[config.mk]
export PLATFORM = sky130hd
export DESIGN_NAME = char_glyph_blitter
export DESIGN_NICKNAME = d
export VERILOG_FILES = /design/src/rtl/char_glyph_blitter_pkg.sv /design/src/rtl/char_glyph_blitter.sv
export SDC_FILE = /design/constraint.sdc
export NUM_CORES = 1
export LEC_CHECK = 0
export CAP_MARGIN = 20
export CORE_MARGIN = 5
export CORE_UTILIZATION = 52
export DETAILED_ROUTE_END_ITERATION = 12
export PLACE_DENSITY = 0.84
export SLEW_MARGIN = 20
export SYNTH_ARGS = -nofsm -noshare
export SYNTH_HDL_FRONTEND = slang
export SYNTH_SLANG_ARGS = --single-unit
[constraint.sdc]
create_clock -name clock -period 4.58 [get_ports clock]
set_clock_uncertainty 0.15 [all_clocks]
set_input_delay 0.458 -clock clock [delete_from_list [all_inputs] [get_ports clock]]
set_output_delay 0.458 -clock clock [all_outputs]
set_load 0.02 [all_outputs]
[src/rtl/char_glyph_blitter_pkg.sv]
// Shared text-display package: glyph geometry, screen geometry, the
// "character slot out of range" sentinel address, bus widths and the
// glyph-blitter FSM state encoding. Used by the address-mapping stage and
// by char_glyph_blitter.
package char_glyph_blitter_pkg;

    localparam int DEF_CHAR_WIDTH    = 20;
    localparam int DEF_CHAR_HEIGHT   = 30;
    localparam int DEF_SCREEN_WIDTH  = 680;
    localparam int DEF_NUM_GLYPHS    = 128;
    localparam int DEF_SENTINEL_ADDR = 240 * 680;

    localparam int FB_ADDR_W  = 19;
    localparam int ROM_ADDR_W = 13;
    localparam int PIX_W      = 8;

    // Blitter FSM state encoding
    localparam logic [2:0] ST_IDLE  = 3'd0;
    localparam logic [2:0] ST_FETCH = 3'd1;
    localparam logic [2:0] ST_LATCH = 3'd2;
    localparam logic [2:0] ST_DRAW  = 3'd3;
    localparam logic [2:0] ST_DONE  = 3'd4;

    // Map one glyph bit to a framebuffer pixel value
    function automatic logic [PIX_W-1:0] pixel_value(
        input logic             bit_set,
        input logic [PIX_W-1:0] fg,
        input logic [PIX_W-1:0] bg
    );
        return bit_set ? fg : bg;
    endfunction

endpackage

[src/rtl/char_glyph_blitter.sv]
// char_glyph_blitter: draws one CHAR_WIDTH x CHAR_HEIGHT glyph from an
// external synchronous glyph ROM into a linear framebuffer, one pixel per
// clock.
//
// Ports:
//   clock          - sole clock, posedge
//   reset          - synchronous, active-high
//   start          - draw request, sampled only while idle
//   char_code      - glyph index
//   base_address   - framebuffer address of the glyph's top-left pixel
//   glyph_rom_addr - ROM row address (char_code*CHAR_HEIGHT + row)
//   glyph_rom_data - ROM row bitmap, MSB = leftmost pixel, valid one cycle
//                    after glyph_rom_addr
//   fb_addr/fb_data/fb_we - framebuffer write port
//   busy           - high whenever not idle
//   done           - one-cycle pulse at completion
//
// All outputs are registered: the next-state logic computes the following
// cycle's state and the output registers are loaded from those values.
module char_glyph_blitter
    import char_glyph_blitter_pkg::*;
#(
    parameter int         CHAR_WIDTH    = DEF_CHAR_WIDTH,
    parameter int         CHAR_HEIGHT   = DEF_CHAR_HEIGHT,
    parameter int         SCREEN_WIDTH  = DEF_SCREEN_WIDTH,
    parameter int         NUM_GLYPHS    = DEF_NUM_GLYPHS,
    parameter logic [7:0] FG_COLOR      = 8'hFF,
    parameter logic [7:0] BG_COLOR      = 8'h00,
    parameter int         SENTINEL_ADDR = DEF_SENTINEL_ADDR
) (
    input  logic                  clock,
    input  logic                  reset,
    input  logic                  start,
    input  logic [7:0]            char_code,
    input  logic [18:0]           base_address,
    output logic [12:0]           glyph_rom_addr,
    input  logic [CHAR_WIDTH-1:0] glyph_rom_data,
    output logic [18:0]           fb_addr,
    output logic [7:0]            fb_data,
    output logic                  fb_we,
    output logic                  busy,
    output logic                  done
);

    localparam int COL_W = (CHAR_WIDTH  > 1) ? $clog2(CHAR_WIDTH)  : 1;
    localparam int ROW_W = (CHAR_HEIGHT > 1) ? $clog2(CHAR_HEIGHT) : 1;

    localparam logic [COL_W-1:0]      LAST_COL  = COL_W'(CHAR_WIDTH - 1);
    localparam logic [ROW_W-1:0]      LAST_ROW  = ROW_W'(CHAR_HEIGHT - 1);
    localparam logic [FB_ADDR_W-1:0]  LINE_STEP = FB_ADDR_W'(SCREEN_WIDTH);
    localparam logic [FB_ADDR_W-1:0]  SENTINEL  = FB_ADDR_W'(SENTINEL_ADDR);
    localparam logic [ROM_ADDR_W-1:0] ROM_ROWS  = ROM_ADDR_W'(CHAR_HEIGHT);

    logic [2:0]            state_r,      state_s;
    logic [ROW_W-1:0]      row_r,        row_s;
    logic [COL_W-1:0]      col_r,        col_s;
    logic [FB_ADDR_W-1:0]  row_base_r,   row_base_s;
    logic [CHAR_WIDTH-1:0] shift_r,      shift_s;
    logic [ROM_ADDR_W-1:0] glyph_base_r, glyph_base_s;
    logic                  sentinel_r,   sentinel_s;
    logic                  blank_r,      blank_s;

    logic [ROM_ADDR_W-1:0] rom_addr_r;
    logic [FB_ADDR_W-1:0]  fb_addr_r;
    logic [PIX_W-1:0]      fb_data_r;
    logic                  fb_we_r;
    logic                  busy_r;
    logic                  done_r;

    assign glyph_rom_addr = rom_addr_r;
    assign fb_addr        = fb_addr_r;
    assign fb_data        = fb_data_r;
    assign fb_we          = fb_we_r;
    assign busy           = busy_r;
    assign done           = done_r;

    // Next-state and datapath-update logic for the blitter FSM
    always_comb begin
        state_s      = state_r;
        row_s        = row_r;
        col_s        = col_r;
        row_base_s   = row_base_r;
        shift_s      = shift_r;
        glyph_base_s = glyph_base_r;
        sentinel_s   = sentinel_r;
        blank_s      = blank_r;

        case (state_r)
            ST_IDLE: begin
                if (start) begin
                    row_s      = '0;
                    col_s      = '0;
                    row_base_s = base_address;
                    sentinel_s = (base_address == SENTINEL);
                    blank_s    = (int'(char_code) >= NUM_GLYPHS);
                    // Out-of-range codes park the ROM on glyph 0; the data
                    // is discarded in LATCH so every pixel draws as BG.
                    if (blank_s) begin
                        glyph_base_s = '0;
                    end else begin
                        glyph_base_s = ROM_ADDR_W'(char_code) * ROM_ROWS;
                    end
                    state_s = ST_FETCH;
                end else begin
                    state_s = ST_IDLE;
                end
            end
            ST_FETCH: begin
                // A sentinel request spends this one cycle and then finishes
                // without ever entering DRAW.
                if (sentinel_r) begin
                    state_s = ST_DONE;
                end else begin
                    state_s = ST_LATCH;
                end
            end
            ST_LATCH: begin
                if (blank_r) begin
                    shift_s = '0;
                end else begin
                    shift_s = glyph_rom_data;
                end
                col_s   = '0;
                state_s = ST_DRAW;
            end
            ST_DRAW: begin
                if (col_r == LAST_COL) begin
                    if (row_r == LAST_ROW) begin
                        state_s = ST_DONE;
                    end else begin
                        row_s      = row_r + ROW_W'(1);
                        col_s      = '0;
                        row_base_s = row_base_r + LINE_STEP;
                        state_s    = ST_FETCH;
                    end
                end else begin
                    // MSB of the shift register is always the current pixel
                    col_s   = col_r + COL_W'(1);
                    shift_s = {shift_r[CHAR_WIDTH-2:0], 1'b0};
                    state_s = ST_DRAW;
                end
            end
            ST_DONE: begin
                state_s = ST_IDLE;
            end
            default: begin
                state_s = ST_IDLE;
            end
        endcase
    end

    // State, datapath and registered-output update with synchronous reset
    always_ff @(posedge clock) begin
        if (reset) begin
            state_r      <= ST_IDLE;
            row_r        <= '0;
            col_r        <= '0;
            row_base_r   <= '0;
            shift_r      <= '0;
            glyph_base_r <= '0;
            sentinel_r   <= 1'b0;
            blank_r      <= 1'b0;
            rom_addr_r   <= '0;
            fb_addr_r    <= '0;
            fb_data_r    <= '0;
            fb_we_r      <= 1'b0;
            busy_r       <= 1'b0;
            done_r       <= 1'b0;
        end else begin
            state_r      <= state_s;
            row_r        <= row_s;
            col_r        <= col_s;
            row_base_r   <= row_base_s;
            shift_r      <= shift_s;
            glyph_base_r <= glyph_base_s;
            sentinel_r   <= sentinel_s;
            blank_r      <= blank_s;
            fb_we_r      <= (state_s == ST_DRAW);
            fb_addr_r    <= row_base_s + FB_ADDR_W'(col_s);
            fb_data_r    <= pixel_value(shift_s[CHAR_WIDTH-1], FG_COLOR, BG_COLOR);
            busy_r       <= (state_s != ST_IDLE);
            done_r       <= (state_s == ST_DONE);
            if (state_s == ST_FETCH) begin
                rom_addr_r <= glyph_base_s + ROM_ADDR_W'(row_s);
            end else begin
                rom_addr_r <= rom_addr_r;
            end
        end
    end

endmodule

==> summary by stage, run 1 <==
Synth
Counting distinct cell types in the post-synthesis netlist gives 73. The synthesized design contains 102 register bits. The synthesized net count is 766. The cell count after synthesis came out at between 600 and 700. Summing the sequential cell areas from Yosys gives 35.6% of the chip area. Summed over its instances, the top area cell type makes up 35.6% of the synthesized netlist area. After synthesis, the mean cell area works out to 8.57 um2. The count of flip-flops with a built-in enable after synthesis is 0. After synthesis, the cell types taking the most area are dfxtp_1, ha_1, nor2_1, fa_1, nand2_1. The post-synthesis async set-or-reset flop share is 0%.

The top flip-flop cell by instance count after synthesis is dfxtp_1. The count of synthesis-stage warnings from yosys is 0. The dominant cell type by area after synthesis is dfxtp_1. By count the netlist is led by dfxtp_1, nor2_1, nand2_1. The most used standard cell by instance count after synthesis is dfxtp_1.

The netlist area before placement is approximately 0.0057 mm2.

Critical path
The depth of the most critical reg-to-reg path is 14. STA classifies the critical path startpoint as a primary input. The worst endpoint data arrival time is 4.39 ns. The maximum net fanout on the critical path is 4. For flop-to-flop paths, the worst setup slack is between 0.6 and 0.7 ns. The critical path data required time is 4.73 ns. The nature of the critical path endpoint is a flop. The startpoint-to-endpoint class of the critical path is primary input to flop. The end of the worst register-to-register path is glyph_rom_addr[12]$_SDFFE_PP0N_. The startpoint identified for the worst register-to-register timing path is state_r[1]$_SDFF_PP0_.

Drt
The mean routed wirelength per cell is 15.5 um. Detailed routing inserted a total of 5265 vias. The post-detailed-route count of antenna-violating nets is 0. The routed design has roughly 14000 um of wire. The number of violations reported at the end of detailed-routing iteration 0 is 465. After detailed routing, the number of vias per cell comes to 5.86.

For this run, the detailed router's first-pass iteration total came to 6. The DRC violations left is 0.

Clock network
The number of buffers on the longest clock path is 2. The quantity of hold-fixing buffers added after cts is 0. CTS placed an instance of clkbuf_8 at the clock tree root. Buffers inserted during clock tree synthesis total 9.

The H-tree generated during clock tree synthesis spans 3 levels. The setup fix buffers added after clock tree synthesis is 0. The clock network latency to the later pin of the worst-skew pair is 0.37 ns.

The clock sink count is ~100. The clock edge transition at the registers on the reported setup and hold paths is 0.10 ns. The CTS tree is done.

Floorplanning
The number of cell rows is 38. The initial cell density of the core is 52.9%. The vertical die dimension is 115 um. The floorplan step set the die width to 115 um. For this design the top-level I/O count stands at 93. The die area is 0.0132 mm2.

The floorplan step defined a core boundary enclosing 0.0108 mm2.

Finish
The layout has 903 filler cells. The area growth from synthesis to layout is 22.5%. The number of inserted diodes is 0. Cells with a size suffix above 1 make up 7.64% of the layout. The final layout net count is 851.

Timing
The clock period could shrink to between 4 and 5 ns. Setup violations remaining at the end of the flow were counted as 0. The portion of the clock cycle consumed by the worst path in the final layout is 92.6%. Measured against its own limit, the worst slew margin works out to 44.6%. The maximum clock frequency is 236 MHz.

The transition time of the tightest slew-check pin is 0.831 ns. The final hold violation count is 0. The number of pins with negative max-slew slack in the final report is 0.

Setup repair after global routing left no endpoint under its margin. Setup slack on the critical path of the routed design comes to roughly 0.34 ns.

Power
The worst-case IR drop observed on VDD is 0.000172 V. The total design power is 2180 uW. The leakage power total is 0.00283 uW. The power per unit of standard cell area is 311 mW/mm2.

Run
Max-cap violations in this run came to 0.

Global route
The first-pass GRT wire length is approximately 23000 um. The via count of the first global-routing pass was between 4000 and 5000. Entering global routing, the biggest net connects 67 pins. The overall global routing resource usage is about a fifth. After global routing the overflow that remains totals 0.

The initial antenna violation count is 0.

Placement
After legalization and detailed placement, the total HPWL measured 10600 um. During placement, the flow inserted port buffers numbering between 90 and 100. At the end of routability-driven placement, the weighted congestion stood at 0.883. At the placement stage, the worst setup path has a slack of -0.114 ns.

Min path
The destination of the worst hold path is glyph_rom_addr[0]$_SDFFE_PP0N_. The class of the tightest hold or removal check is flop to flop. Counting instances, the worst hold path has a depth of 2. The launch point of the worst hold path is glyph_rom_addr[0]$_SDFFE_PP0N_.

Run status
The flow ran to the end, and the final reports show no timing, DRC or antenna violations.
[layout by cell type, fill, tap and decap left out, types with 11 or more instances in the layout]
cell type        count
a21o_1              11
fa_1                15
a222oi_1            19
inv_1               31
nor2_1              89
nor2b_1             19
a21oi_1             33
buf_4               24
nand3_1             11
clkdlybuf4s50_1     91
xnor2_1             15
nand2_1             68
dfxtp_1            102
ha_1                32
o21ai_0             28
nor3_1              24
[stage by stage]
stage / std cells / area [um2] / setup TNS [ns] / util [%] / hold WS (ns)
floorplan: 669 / 5730 / 0 / - / 0.290
global placement: 882 / 6800 / 0 / 62.7 / 0.294
detailed placement: 882 / 6800 / -0.182 / 62.7 / 0.298
CTS: 898 / 7010 / 0 / 64.6 / 0.312
global route: 899 / 7020 / 0 / 64.8 / 0.338
finish: 899 / 7020 / 0 / 64.8 / 0.310
[registers in the layout, indices dropped and copies added (netlist names), 3 cells and up, named ones only]
signal	flops
fb_addr	19
row_base_r	19
shift_r	19
glyph_base_r	13
glyph_rom_addr	13
col_r	5
row_r	5
state_r	3
[final cells by class]
cell class | count | area (um2) | area share (%)
repair buffers | 115 | 1090 | 15.5
clock inverters | 6 | 68.8 | 0.980
inverters | 31 | 116 | 1.66
clock buffers | 10 | 138 | 1.96
multi-input cells | 495 | 3390 | 48.3
well taps | 140 | 175 | 2.49
flip-flops and latches | 102 | 2040 | 29.1
[layer usage]
layer	routed length (um)	track usage, %	up-vias
met5	0	0	-
met3	882	3.16	37
met4	405	8.61	0
li1	-	-	2548
met1	5510	24.7	2485
met2	7100	37.6	195
[kinds of logic after synthesis]
logic type	count (synthesis)	synth area share, %
simple gates	269	23.6
compound gates	152	18.8
flops	102	35.6
buf+inv	72	5.52
fa+ha+maj	47	12.2
xor+xnor	25	3.82
mux	2	0.371
[worst max path at each step]
stage	start	endpoint	slack, ns
2_1_floorplan	start	fb_addr[16]$_SDFF_PP0_	0.58
3_3_place_gp	char_code[1]	glyph_rom_addr[11]$_SDFFE_PP0N_	0.06
3_5_place_dp	char_code[2]	glyph_rom_addr[11]$_SDFFE_PP0N_	-0.11
4_1_cts	char_code[2]	glyph_rom_addr[11]$_SDFFE_PP0N_	0.28
5_1_grt	char_code[1]	glyph_rom_addr[11]$_SDFFE_PP0N_	0.04
6_report	char_code[2]	glyph_rom_addr[11]$_SDFFE_PP0N_	0.34
[power by group]
group	internal, uW	switching (uW)	leakage [uW]
logic	279	334	0.00190
registers	941	33.4	0.000831
clock network	272	325	0.000103
[timing repair]
item                                    4_1_cts  5_1_grt
endpoints found under the setup margin        0        2
resized for setup                             0        1
hold endpoints to repair                      0        0
[critical path, cell delays in order]
cell and delay, ns:
clkdlybuf4s50_1 0.53, inv_1 0.12, fa_1 0.51, fa_1 0.53
inv_1 0.04, ha_1 0.23, a211oi_1 0.44, o21ai_0 0.16
o31a_1 0.30, or3b_1 0.39, nor4b_1 0.37, xor2_1 0.11
o31ai_1 0.18
Power figures use the tool's default switching activity.
==> run 2: changes to the inputs <==
Settings changed: CTS_BUF_LIST from default to sky130_fd_sc_hd__clkbuf_16, CTS_CLUSTER_SIZE from default to 16.
==> summary by stage, run 2 (synthesis gave the netlist of run 1 again) <==
Drt
The mean routed wirelength per cell came to 15.6 um (+0.94%). The per-cell via count in the routed design was 5.87 (+0.24%). The first-pass iteration count of the detailed router is 5 (-1). The total detailed-routing wirelength is 14000 um (+0.83%).

The DRC violations left is 0 (unchanged). The number of violations reported at the end of detailed-routing iteration 0 is 394 (-15%). The vias after detailed routing is 5272 (+0.13%). The post-detailed-route count of antenna-violating nets is 0 (unchanged).

Placement
The number of cells in the design after placement is 882 (unchanged). The estimated wirelength of the detail-placed design is 10600 um (unchanged). The global placement routability congestion is 0.883 (unchanged). The port buffer count is 92 (unchanged).

Timing
The number of pins with negative max-slew slack in the final report came to 0 (unchanged). The setup TNS is 0 ns (unchanged). The post-layout minimum cycle time is 4.24 ns (+0.000715 ns). The final hold violation count was 0 (unchanged). The number of setup violations in the final report is 0 (unchanged). The worst slew slack as a fraction of its limit is 44.5% (-0.076 points). Setup repair after global routing left no endpoint under its margin. The portion of the clock cycle consumed by the worst path in the final layout came to 92.6% (about the same). The transition time of the tightest slew-check pin is 0.833 ns (+0.00114 ns).

The maximum clock frequency is 236 MHz (about the same).

Power
The switching share of power came to 30.2% (-1.6 points). The internal power summed over all cells is 1650 uW (+10%). The combinational share of power was 26.1% (-2.0 points). The reported net switching power is 711 uW (+2.7%).

The worst-case vdd ir drop was 0.000191 V (+11%). The share of power burned in registers is 41.4% (-3.2 points). The leakage power total is 0.00287 uW (+1.2%). The power per unit of standard cell area is 331 mW/mm2 (+6.5%).

The clock share of power was 32.5% (+5.2 points).

Critical path
The startpoint-to-endpoint class of the critical path is primary input to flop. The critical path's largest stage delay was 0.53 ns (about the same). For this design, the slowest cell found on the critical path is clkdlybuf4s50_1. The worst endpoint data arrival time is 4.35 ns (-0.04 ns). The critical path data required time was 4.69 ns (-0.04 ns). The number of buffer and inverter stages on the critical path is 4 (+1).

The maximum net fanout on the critical path is 4 (unchanged). Walking the worst path, the cells encountered are clkdlybuf4s50_1 -> inv_1 -> fa_1 -> fa_1 -> inv_1 -> ha_1 -> a211oi_2 -> o21ai_0 -> and3_1 -> o41ai_1 -> buf_4 -> nor4b_1 -> xor2_1 -> o31ai_1. STA classifies the critical path startpoint as a primary input.

STA classifies the critical path endpoint as a flop. The family with the most delay on the worst path is adder cells.

Finish
In the layout the commonest cells are dfxtp_1, clkdlybuf4s50_1, nor2_1, nand2_1, a21oi_1. The layout cell share with drive strength beyond 1 was 7.52% (-0.12 points). The final cell utilization of the core is 65.7% (+0.88 points). The final cell count without fillers is 898 (-0.11%).

The final layout net count is 850 (-0.12%). The number of inserted diodes was 0 (unchanged). The most common cell after layout, fill and taps aside is dfxtp_1. The layout overhead on the synthesized area is 24.2%.

Global route
The via count of the first global-routing pass is 5018 (+0.62%). The pin count of the biggest net entering global routing is 67 (unchanged). The sum of overflow across all layers after global routing came to 0 (unchanged). The first-pass GRT wire length is 22900 um (+0.64%). The overall global routing resource usage is 21.0% (+0.15 points). The initial antenna violation count was 0 (unchanged).

Clock network
The tree is rooted in a clkbuf_16. The CTS tree is done. The total clock buffers created by CTS was 9 (unchanged). The quantity of hold-fixing buffers added after cts came to 0 (unchanged).

The post-cts resize count is 0 (unchanged). The clock sink count is 102 (unchanged). The total number of H-tree levels is 3 (unchanged). The clock edge transition at the registers on the reported setup and hold paths is 0.07 ns (-0.03 ns). The clock network latency to the later pin of the worst-skew pair is 0.34 ns (-0.03 ns). The number of buffers on the longest clock path came to 2 (unchanged). The setup fix buffers added after clock tree synthesis came to 0 (unchanged).

Run
The max-cap check violation count is 0 (unchanged).

Floorplanning
The top-level port count is 93 (unchanged). The die extent in x is 115 um (unchanged). The number of cell rows came to 38 (unchanged). The die area was 0.0132 mm2 (unchanged). The vertical die dimension is 115 um (unchanged).

The initial cell density of the core is 52.9% (unchanged). The standard cell core area was 0.0108 mm2 (unchanged).

Run status
The run finished with clean final reports.

Min path
The min-delay analysis places its worst path in the category flop to flop.
==> run 2: cell count changes in the layout (fill, tap and decap cells not counted) <==
| cell | previous run | this run |
|---|---|---|
| clkbuf_8 | 10 | 0 |
| clkbuf_16 | 0 | 9 |
| a211oi_1 | 6 | 5 |
| a211oi_2 | 1 | 2 |
| buf_4 | 24 | 23 |
| clkinv_1 | 0 | 1 |
| nor3_2 | 2 | 1 |
| nor3_4 | 0 | 1 |
==> run 2: path summary, 6_finish.rpt <==
kind | cells after the start | slack [ns] | start | to
worst max register to register | 14 | 0.59 | state_r[0]$_SDFF_PP0_ | glyph_rom_addr[12]$_SDFFE_PP0N_
worst min-delay path | 2 | 0.30 | glyph_rom_addr[10]$_SDFFE_PP0N_ | glyph_rom_addr[10]$_SDFFE_PP0N_
worst max-delay path | 14 | 0.34 | char_code[2] | glyph_rom_addr[11]$_SDFFE_PP0N_
worst min register to register | 2 | 0.30 | glyph_rom_addr[10]$_SDFFE_PP0N_ | glyph_rom_addr[10]$_SDFFE_PP0N_
==> run 2: power by group through the flow <==
stage | Clock [uW] | Sequential [uW] | Combinational [uW]
floorplan | 0 | 1010 | 386
global placement | 0 | 991 | 584
detailed placement | 0 | 994 | 603
CTS | 775 | 974 | 608
global route | 816 | 982 | 679
finish | 766 | 976 | 616
==> run 2: cell type report <==
type                    count  area [um2]
clock buffers               9         225
clock inverters             7        72.6
fillers                   883        3720
inverters                  31         116
multi-input cells         495        3400
flip-flops and latches    102        2040
well taps                 140         175
repair buffers            114        1080
==> run 2: through the flow <==
step | power [uW] | area, um2 | setup WS [ns] | hold slack, ns
finish | 2360 | 7120 | 0.340 | 0.304
global route | 2480 | 7120 | 0.00451 | 0.334
CTS | 2360 | 7100 | 0.232 | 0.308
detailed placement | 1600 | 6800 | -0.114 | 0.298
global placement | 1580 | 6800 | 0.0626 | 0.294
floorplan | 1400 | 5730 | 0.584 | 0.290
==> run 2: metal layers <==
metal  wire length, um  part of all wire [%]  global-route usage (%)
met1              5560                    40                    24.4
met3               825                   5.9                    3.32
met5                 0                     0                       0
met4               378                   2.7                    8.14
met2              7250                    52                    38.5
==> run 2: tightest hold or removal path, stage by stage (launching register included) <==
cell and delay [ns]:
dfxtp_1 0.31, nand2_1 0.05, a21oi_1 0.05
==> run 3: changes to the inputs <==
Settings changed: HOLD_SLACK_MARGIN from default to 0.12.
==> results of run 3 <==
Final layout, timing and power as in run 2 (identical DEF).
